## src/rtl/mem_arb_pkg.sv

```systemverilog
// Shared definitions for the two-client cache-line read arbiter (mem_read_arb).
package mem_arb_pkg;

  localparam logic CLIENT_IC = 1'b0;
  localparam logic CLIENT_DC = 1'b1;

  localparam int unsigned CNT_W       = 3;
  localparam int unsigned REQ_ADDR_W  = 50;
  localparam int unsigned REQ_TRANS_W = 7;

  // Client request layout at the default NPHYS=56 / 64-byte line geometry.
  typedef struct packed {
    logic [REQ_ADDR_W-1:0]  addr;
    logic [REQ_TRANS_W-1:0] trans;
  } mem_req_t;

endpackage

```

## src/rtl/mem_arb_req_buf.sv

```systemverilog
// One-entry client request buffer with outstanding-read counter and accept generation.
module mem_arb_req_buf
  import mem_arb_pkg::*;
#(
  parameter int unsigned AW     = 50,
  parameter int unsigned TW     = 7,
  parameter int unsigned MAXOUT = 4
) (
  input  logic          clk,
  input  logic          reset,
  input  logic [AW-1:0] raddr,
  input  logic [TW-1:0] raddr_trans,
  input  logic          raddr_req,
  output logic          raddr_ack,
  input  logic          grant,
  input  logic          ret,
  output logic          buf_valid,
  output logic [AW-1:0] buf_addr,
  output logic [TW-1:0] buf_trans
);

  logic [CNT_W-1:0] cnt;
  logic             take;
  logic             drop;

  always_comb begin
    raddr_ack = !buf_valid && (cnt < CNT_W'(MAXOUT));
    take      = raddr_req && raddr_ack;
    // A return with nothing counted (stale after reset) leaves cnt alone.
    drop      = ret && (cnt != '0);
  end

  always_ff @(posedge clk or posedge reset) begin
    if (reset) begin
      buf_valid <= 1'b0;
      buf_addr  <= '0;
      buf_trans <= '0;
      cnt       <= '0;
    end else begin
      if (take) begin
        buf_valid <= 1'b1;
        buf_addr  <= raddr;
        buf_trans <= raddr_trans;
      end else if (grant) begin
        buf_valid <= 1'b0;
      end
      if (take && !drop) begin
        cnt <= cnt + 1'b1;
      end else if (drop && !take) begin
        cnt <= cnt - 1'b1;
      end
    end
  end

endmodule

```

## src/rtl/mem_read_arb.sv

```systemverilog
// Two-client (icache/dcache) line-fill read arbiter with tag-steered return path.
// Define MEM_ARB_FIXED_PRI_EN for fixed ic-over-dc priority instead of round-robin.
module mem_read_arb
  import mem_arb_pkg::*;
#(
  parameter int unsigned NPHYS            = 56,
  parameter int unsigned CACHE_LINE_SIZE  = 512,
  parameter int unsigned ACACHE_LINE_SIZE = $clog2(CACHE_LINE_SIZE/8),
  parameter int unsigned RTSIZE           = 8,
  parameter int unsigned MAXOUT           = 4
) (
  input  logic                              clk,
  input  logic                              reset,
  input  logic [NPHYS-ACACHE_LINE_SIZE-1:0] ic_raddr,
  input  logic [RTSIZE-2:0]                 ic_raddr_trans,
  input  logic                              ic_raddr_req,
  output logic                              ic_raddr_ack,
  input  logic [NPHYS-ACACHE_LINE_SIZE-1:0] dc_raddr,
  input  logic [RTSIZE-2:0]                 dc_raddr_trans,
  input  logic                              dc_raddr_req,
  output logic                              dc_raddr_ack,
  output logic                              ic_rdata_req,
  input  logic                              ic_rdata_ack,
  output logic                              dc_rdata_req,
  input  logic                              dc_rdata_ack,
  output logic [CACHE_LINE_SIZE-1:0]        rdata,
  output logic [RTSIZE-2:0]                 rdata_trans,
  output logic [NPHYS-ACACHE_LINE_SIZE-1:0] mem_raddr,
  output logic [RTSIZE-1:0]                 mem_raddr_trans,
  output logic                              mem_raddr_req,
  input  logic                              mem_raddr_ack,
  input  logic [CACHE_LINE_SIZE-1:0]        mem_rdata,
  input  logic [RTSIZE-1:0]                 mem_rdata_trans,
  input  logic                              mem_rdata_req,
  output logic                              mem_rdata_ack
);

  localparam int unsigned AW = NPHYS - ACACHE_LINE_SIZE;
  localparam int unsigned TW = RTSIZE - 1;

  logic          ic_bv, dc_bv;
  logic [AW-1:0] ic_baddr, dc_baddr;
  logic [TW-1:0] ic_btrans, dc_btrans;
  logic          ic_grant, dc_grant;
  logic          ic_ret, dc_ret;
  logic          out_v;
  logic          load;
  logic          any_v;
  logic          win;
  logic          ret_tag;

  mem_arb_req_buf #(.AW(AW), .TW(TW), .MAXOUT(MAXOUT)) u_ic_buf (
    .clk         (clk),
    .reset       (reset),
    .raddr       (ic_raddr),
    .raddr_trans (ic_raddr_trans),
    .raddr_req   (ic_raddr_req),
    .raddr_ack   (ic_raddr_ack),
    .grant       (ic_grant),
    .ret         (ic_ret),
    .buf_valid   (ic_bv),
    .buf_addr    (ic_baddr),
    .buf_trans   (ic_btrans)
  );

  mem_arb_req_buf #(.AW(AW), .TW(TW), .MAXOUT(MAXOUT)) u_dc_buf (
    .clk         (clk),
    .reset       (reset),
    .raddr       (dc_raddr),
    .raddr_trans (dc_raddr_trans),
    .raddr_req   (dc_raddr_req),
    .raddr_ack   (dc_raddr_ack),
    .grant       (dc_grant),
    .ret         (dc_ret),
    .buf_valid   (dc_bv),
    .buf_addr    (dc_baddr),
    .buf_trans   (dc_btrans)
  );

  // The output register refills on the same edge its current entry is taken.
  always_comb begin
    load  = !out_v || mem_raddr_ack;
    any_v = ic_bv || dc_bv;
  end

`ifdef MEM_ARB_FIXED_PRI_EN
  always_comb begin
    win = ic_bv ? CLIENT_IC : CLIENT_DC;
  end
`else
  logic last;

  always_comb begin
    win = ic_bv ? CLIENT_IC : CLIENT_DC;
    if (ic_bv && dc_bv) begin
      win = ~last;
    end
  end

  always_ff @(posedge clk or posedge reset) begin
    if (reset) begin
      last <= CLIENT_DC;
    end else if (load && any_v) begin
      last <= win;
    end
  end
`endif

  always_comb begin
    ic_grant = load && ic_bv && (win == CLIENT_IC);
    dc_grant = load && dc_bv && (win == CLIENT_DC);
  end

  always_ff @(posedge clk or posedge reset) begin
    if (reset) begin
      out_v           <= 1'b0;
      mem_raddr       <= '0;
      mem_raddr_trans <= '0;
    end else if (load) begin
      out_v <= any_v;
      if (any_v) begin
        mem_raddr       <= (win == CLIENT_IC) ? ic_baddr : dc_baddr;
        mem_raddr_trans <= {win, (win == CLIENT_IC) ? ic_btrans : dc_btrans};
      end
    end
  end

  // Return path is pure steering on the tag bit; no storage.
  always_comb begin
    mem_raddr_req = out_v;
    ret_tag       = mem_rdata_trans[RTSIZE-1];
    ic_rdata_req  = mem_rdata_req && (ret_tag == CLIENT_IC);
    dc_rdata_req  = mem_rdata_req && (ret_tag == CLIENT_DC);
    rdata         = mem_rdata;
    rdata_trans   = mem_rdata_trans[RTSIZE-2:0];
    mem_rdata_ack = (ret_tag == CLIENT_DC) ? dc_rdata_ack : ic_rdata_ack;
    ic_ret        = ic_rdata_req && mem_rdata_ack;
    dc_ret        = dc_rdata_req && mem_rdata_ack;
  end

endmodule

```

## config.mk

```make
export PLATFORM = sky130hd
export DESIGN_NAME = mem_read_arb
export DESIGN_NICKNAME = d
export VERILOG_FILES = /design/src/rtl/mem_arb_pkg.sv /design/src/rtl/mem_arb_req_buf.sv /design/src/rtl/mem_read_arb.sv
export SDC_FILE = /design/constraint.sdc
export NUM_CORES = 1
export LEC_CHECK = 0
export ABC_AREA = 1
export BUFFER_PORTS_ARGS = -buffer_cell sky130_fd_sc_hd__buf_2
export CAP_MARGIN = 10
export CORE_AREA = 2 2 482 484
export CTS_CLUSTER_SIZE = 12
export DETAILED_ROUTE_END_ITERATION = 12
export DIE_AREA = 0 0 484 486
export SLEW_MARGIN = 20
export SYNTH_ARGS = -nofsm -noshare
export SYNTH_HDL_FRONTEND = slang
export SYNTH_HIERARCHICAL = 1
export SYNTH_SLANG_ARGS = --single-unit
```

## constraint.sdc

```tcl
create_clock -name clk -period 6.2 [get_ports clk]
set_clock_uncertainty 0.05 [all_clocks]
set_input_delay 1.55 -clock clk [delete_from_list [all_inputs] [get_ports clk]]
set_output_delay 1.55 -clock clk [all_outputs]
set_load 0.05 [all_outputs]
```

==> results of run 1 <==
path summary, 6_finish.rpt:
kind                               startpoint                    end  slack (ns)  depth (start not counted)
max in group asynchronous               reset  u_dc_buf/buf_trans[2]        3.92                          3
min in group asynchronous               reset  u_dc_buf/buf_addr[42]        1.04                          2
max reg2reg                u_ic_buf/buf_valid           mem_raddr[0]        2.85                          7
min reg2reg                      mem_raddr[6]           mem_raddr[6]        0.43                          2
min                              mem_raddr[6]           mem_raddr[6]        0.43                          2
max                              ic_rdata_ack          mem_rdata_ack        2.18                          4
report_power, final:
| part | switching [mW] | internal, mW |
|---|---|---|
| Combinational | 2.19 | 0.741 |
| Clock | 0.613 | 0.543 |
| Sequential | 0.370 | 1.76 |
| Total | 3.17 | 3.04 |
metrics by stage:
| stage | hold slack (ns) | utilization | power (mW) |
|---|---|---|---|
| finish | 0.429 | 0.0580 | 6.21 |
| global route | 0.445 | 0.0580 | 6.65 |
| CTS | 0.432 | 0.0578 | 6.31 |
| detailed placement | 0.410 | 0.0553 | 5.11 |
| global placement | 0.410 | 0.0553 | 5.10 |
| floorplan | 0.399 | - | 5.05 |
cell type report:
class | instances | area (sq um) | share of cell area
clock inverter | 14 | 134 | 0.0101
tap | 3026 | 3790 | 0.284
clock buffer | 18 | 439 | 0.0330
timing repair buffer | 198 | 1020 | 0.0767
multi-input combinational | 676 | 2810 | 0.211
antenna | 20 | 50.0 | 0.00376
sequential | 182 | 4560 | 0.342
inverter | 137 | 518 | 0.0389
kinds of logic (layout without fill, tap and decap cells):
group	Yosys count	count (layout)	share of synthesized area
simple gates	663	663	0.221
xor+xnor	2	2	0.00145
compound gates	7	7	0.00331
buf+inv	710	367	0.392
flops	182	182	0.377
other cells	0	20	0
fa+ha+maj	4	4	0.00538
critical path, stage by stage:
cell and delay, ns:
buf_2 0.13, inv_1 0.07, o21ai_0 0.28, buf_2 0.37
registers in the layout, indices dropped and copies added, names as in the netlist:
signal and flops:
mem_raddr 50, u_ic_buf/cnt 3, u_ic_buf/buf_valid 1, u_dc_buf/buf_trans 7
u_dc_buf/buf_valid 1, mem_raddr_req 1, mem_raddr_trans 8, last 1
u_dc_buf/cnt 3, u_ic_buf/buf_trans 7, u_ic_buf/buf_addr 50, u_dc_buf/buf_addr 50
synth_stat cells, types with 3 or more instances:
cell type,number
nand3_1,116
buf_4,523
nand2_1,534
buf_6,10
clkbuf_1,16
o21ai_0,5
inv_1,134
inv_2,3
nor2_1,5
buf_2,23
dfrtp_1,181
placed cells by master (no fill, tap or decap), types with 2 or more instances in the layout:
master | synthesis | layout
ha_1 | 2 | 2
clkbuf_16 | 0 | 17
nand3_1 | 116 | 116
fa_1 | 2 | 2
inv_8 | 0 | 5
dfrtp_1 | 181 | 180
inv_1 | 134 | 131
nand2_4 | 2 | 2
clkinv_2 | 0 | 5
inv_2 | 3 | 3
o21ai_0 | 5 | 5
diode_2 | 0 | 20
nand2_1 | 534 | 532
nor2_1 | 5 | 5
nand2_2 | 0 | 2
xnor2_1 | 2 | 2
buf_4 | 523 | 12
o31ai_1 | 2 | 2
buf_2 | 23 | 186
nor2_4 | 2 | 3
clkinv_4 | 0 | 4
nand4_1 | 2 | 2
layer usage:
| layer | share of wire | track usage | up-vias |
|---|---|---|---|
| li1 | - | - | 3471 |
| met1 | 0.090 | 0.0330 | 3473 |
| met2 | 0.41 | 0.180 | 954 |
| met3 | 0.44 | 0.263 | 297 |
| met4 | 0.059 | 0.0765 | 4 |
| met5 | 0.00017 | 0 | - |
==> results.py, run 1 <==
metrics = {
    "clock_tree": {
        "clock_sinks": 182,
        "clock_path_buffers": 2,
        "cts_made_buffers": 17,
        "ctsRootBufferMaster": "clkbuf_16",
        "cts_hold_buf": 0,
        "ctsResizeCount": 0,
        "postCtsSetupBuffers": 0,
        "cts-htree-levels": 4,
        "clk_pin_slew_worst_paths_ns": 0.08,
        "worstSkewPairLatency_ns": 0.50,
        "cts_tree": "yes",
    },
    "sta": {
        "grt_setup_unrepaired": "no",
        "hold_viol": 0,
        "finalSetupViolCount": 0,
        "worstMarginPinSlew_ns": 0.905,
        "slew_headroom": 0.397,
        "fmax_mhz": 249,
        "fin_tns_setup_ns": 0,
        "post-route-min-period_ns": 4.02,
        "post-route-period-util": 0.648,
        "slew_violations": 0,
        "setup_slack_ns": 2.18,
    },
    "synthesis": {
        "synth_edf_count": 0,
        "synth.area.top_cells": "dfrtp_1 (37%), buf_4 (32%), nand2_1 (17%)",
        "syn_area_sq_um": 12100,
        "synth.avg_cell_area_sq_um": 7.71,
        "ys_types": 22,
        "ys.flop_type": "dfrtp_1",
        "synth_top_area_share": 0.375,
        "yosysTopAreaCell": "dfrtp_1",
        "netlist_instances": 1568,
        "syn_nets": 2214,
        "yosys_warnings": 6,
        "synth_seq_cells": 182,
        "synth-seq-area-share": 0.377,
        "async_flop_share": 1.00,
    },
    "critical_path": {
        "critPathKind": "in -> out",
        "arrival_ns": 2.42,
        "critPathMaxFanout": 2,
        "required_ns": 4.60,
        "setup.worst_path.end_class": "output pin",
        "cp-start-kind": "primary input",
    },
    "finish": {
        "syn_to_final_growth_pct": 10.2,
        "fillCellCount": 27300,
        "stdcell_count": 4271,
        "fin_area_sq_um": 13300,
        "drive_gt1_frac": 0.200,
        "fin_nets": 1858,
    },
    "die": {
        "fp.dieH_um": 486,
        "ioPinCount": 1225,
        "dieWidth_um": 484,
        "start_util": 0.0527,
        "placementRows": 176,
        "dieArea_sq_um": 235000,
        "core_sq_um": 229000,
    },
    "drt": {
        "viasPerCell": 1.92,
        "routedWlPerCell_um": 36.3,
        "dr.pass1.iters": 7,
        "num_vias": 8199,
        "ant_nets": 0,
        "drc_errors": 0,
        "wl_um": 155000,
        "drt_iter0_markers": 538,
    },
    "run": {
        "drv_cap": 0,
    },
    "place": {
        "dp_slack_ns": 1.99,
        "postPlaceCellArea_sq_um": 12700,
        "hpwl_um": 144000,
        "dp.cells": 4219,
        "gp_congestion": 0.845,
        "port_buffers": 186,
    },
    "global_routing": {
        "first_global_vias": 7979,
        "grt_max_degree": 59,
        "grt_pass1_wl_um": 173000,
        "antenna_found_initial": 8,
        "grt_overflow": 0,
        "track_usage": 0.128,
    },
    "power_and_ir_drop": {
        "irDropWorstVdd_uv": 260,
        "cellLeakagePower_nw": 5.82,
        "p_per_area_nw_per_um2": 467,
    },
    "status": {
        "status": "finished, final reports clean",
    },
    "worst_hold_path": {
        "hp-class": "reg -> reg",
    },
}
No activity file was read; power rests on OpenSTA's default activity.
==> run 2, diff against run 1 <==
==> constraint.sdc (replaced) <==
create_clock -name clk -period 3.8 [get_ports clk]
set_clock_uncertainty 0.05 [all_clocks]
set_input_delay 0.95 -clock clk [delete_from_list [all_inputs] [get_ports clk]]
set_output_delay 0.95 -clock clk [all_outputs]
set_load 0.05 [all_outputs]
==> results.py, run 2 (same netlist as run 1, synthesis figures left out) <==
metrics = {
    "sta": {
        "worstMarginPinSlew_ns": 0.973,
        "post-route-period-util": 0.750,
        "fmax_mhz": 351,
        "fin_tns_setup_ns": 0,
        "post-route-min-period_ns": 2.85,
        "hold_viol": 0,
        "slew_violations": 0,
        "finalSetupViolCount": 0,
        "grt_setup_unrepaired": "no",
        "slew_headroom": 0.351,
        "setup_slack_ns": 0.952,
    },
    "global_routing": {
        "grt_max_degree": 60,
        "antenna_found_initial": 8,
        "grt_pass1_wl_um": 174000,
        "track_usage": 0.128,
        "first_global_vias": 8079,
        "grt_overflow": 0,
    },
    "clock_tree": {
        "ctsRootBufferMaster": "clkbuf_16",
        "ctsResizeCount": 0,
        "worstSkewPairLatency_ns": 0.49,
        "postCtsSetupBuffers": 0,
        "clock_sinks": 182,
        "cts_tree": "yes",
        "cts_made_buffers": 17,
        "cts-htree-levels": 4,
        "clk_pin_slew_worst_paths_ns": 0.09,
        "cts_hold_buf": 0,
        "clock_path_buffers": 2,
    },
    "drt": {
        "ant_nets": 0,
        "routedWlPerCell_um": 36.6,
        "wl_met2_um": 63900,
        "route.top_layer_used": "met5",
        "wl_met3_um": 68900,
        "drt_iter0_markers": 591,
        "dr.pass1.iters": 5,
        "viasPerCell": 1.94,
        "wl_um": 156000,
        "wl_met1_um": 14100,
        "drc_errors": 0,
        "num_vias": 8275,
    },
    "place": {
        "port_buffers": 186,
        "dp_slack_ns": 0.861,
        "dp.cells": 4223,
        "hpwl_um": 145000,
        "gp_congestion": 0.843,
    },
    "critical_path": {
        "worst_path_most_repeated_cell": "buf_2",
        "cp.buffers_inverters": 3,
        "critPathMaxFanout": 2,
        "reg2reg_to": "u_ic_buf/buf_addr[48]",
        "rr_startpoint": "u_ic_buf/cnt[2]",
        "cpMaxStageDelayCell": "buf_2",
        "worstPathCellList": "buf_2 > inv_1 > o21ai_0 > buf_2",
        "cp-startpoint": "ic_rdata_ack",
        "setup.worst_path.end_class": "output pin",
        "required_ns": 2.80,
        "critPathKind": "in -> out",
        "cp-start-kind": "primary input",
        "critPathMaxStageDelay_ns": 0.38,
        "arrival_ns": 1.85,
        "crit_cells": 4,
        "crit_path_end": "mem_rdata_ack",
        "r2r_slack_ns": 1.58,
        "r2r_cells": 6,
        "cp_top_family": "buffers and inverters",
    },
    "power_and_ir_drop": {
        "cellLeakagePower_nw": 5.88,
        "finalPower_mw": 10.4,
        "irDropWorstVdd_uv": 356,
        "p_per_area_nw_per_um2": 776,
    },
    "run": {
        "drv_cap": 0,
    },
    "finish": {
        "syn_to_final_growth_pct": 11.1,
        "final_cell_mix": "nand2_1 (532), buf_2 (186), dfrtp_1 (180)",
        "drive_gt1_frac": 0.203,
        "final_common_cell": "nand2_1",
        "final_core_util": 0.0585,
        "stdcell_count": 4256,
        "fin_nets": 1862,
        "top_regs": "mem_raddr: 50 flops, u_dc_buf/buf_addr: 50 flops, u_ic_buf/buf_addr: 50 flops",
    },
    "worst_hold_path": {
        "hold_path.startpoint": "mem_raddr_trans[7]",
        "hp-class": "reg -> reg",
    },
    "die": {
        "dieWidth_um": 484,
        "fp.dieH_um": 486,
        "core_sq_um": 229000,
        "ioPinCount": 1225,
        "dieArea_sq_um": 235000,
        "start_util": 0.0527,
        "placementRows": 176,
    },
    "status": {
        "status": "finished, final reports clean",
    },
}
## run 2: worst min-delay path by stage
stage,endpoint,slack [ns],cells past startpoint
global placement,mem_raddr_trans[1],0.41,2
floorplan,u_dc_buf/buf_addr[0],0.40,2
detailed placement,mem_raddr[15],0.41,2
CTS,u_ic_buf/buf_addr[37],0.40,2
global route,u_ic_buf/buf_addr[37],0.42,2
finish,mem_raddr_trans[7],0.43,2
## run 2: power by group
group,internal (mW),switching (mW)
Clock,1.08,1.01
Combinational,1.26,3.63
Sequential,2.86,0.581
Total,5.20,5.22
## run 2: stage by stage
step | instance area (sq um) | hold WS [ns]
2_1_floorplan | 12100 | 0.399
3_3_place_gp | 12800 | 0.408
3_5_place_dp | 12800 | 0.411
4_1_cts | 13400 | 0.395
5_1_grt | 13400 | 0.423
6_report | 13400 | 0.429
## run 2: routing by layer
layer / up-vias / track usage
met4: 4 / 0.0680
met3: 318 / 0.263
met5: - / 0
met2: 916 / 0.185
met1: 3577 / 0.0341
li1: 3460 / -
## run 2: worst reg2reg max path, delay by kind of cell, from the launching register on
family	cells	cell delay, ns
AND/OR/NAND/NOR	4	0.80
buffers and inverters	2	0.76
flip-flops	1	0.53
## run 2: layout make-up
class	count	area, sq um
fillers	27200	216000
flip-flops and latches	182	4560
well taps	3026	3790
multi-input cells	676	2810
repair buffers	202	1100
inverters	137	518
clock buffers	17	425
clock inverters	15	233
diodes	1	2.50
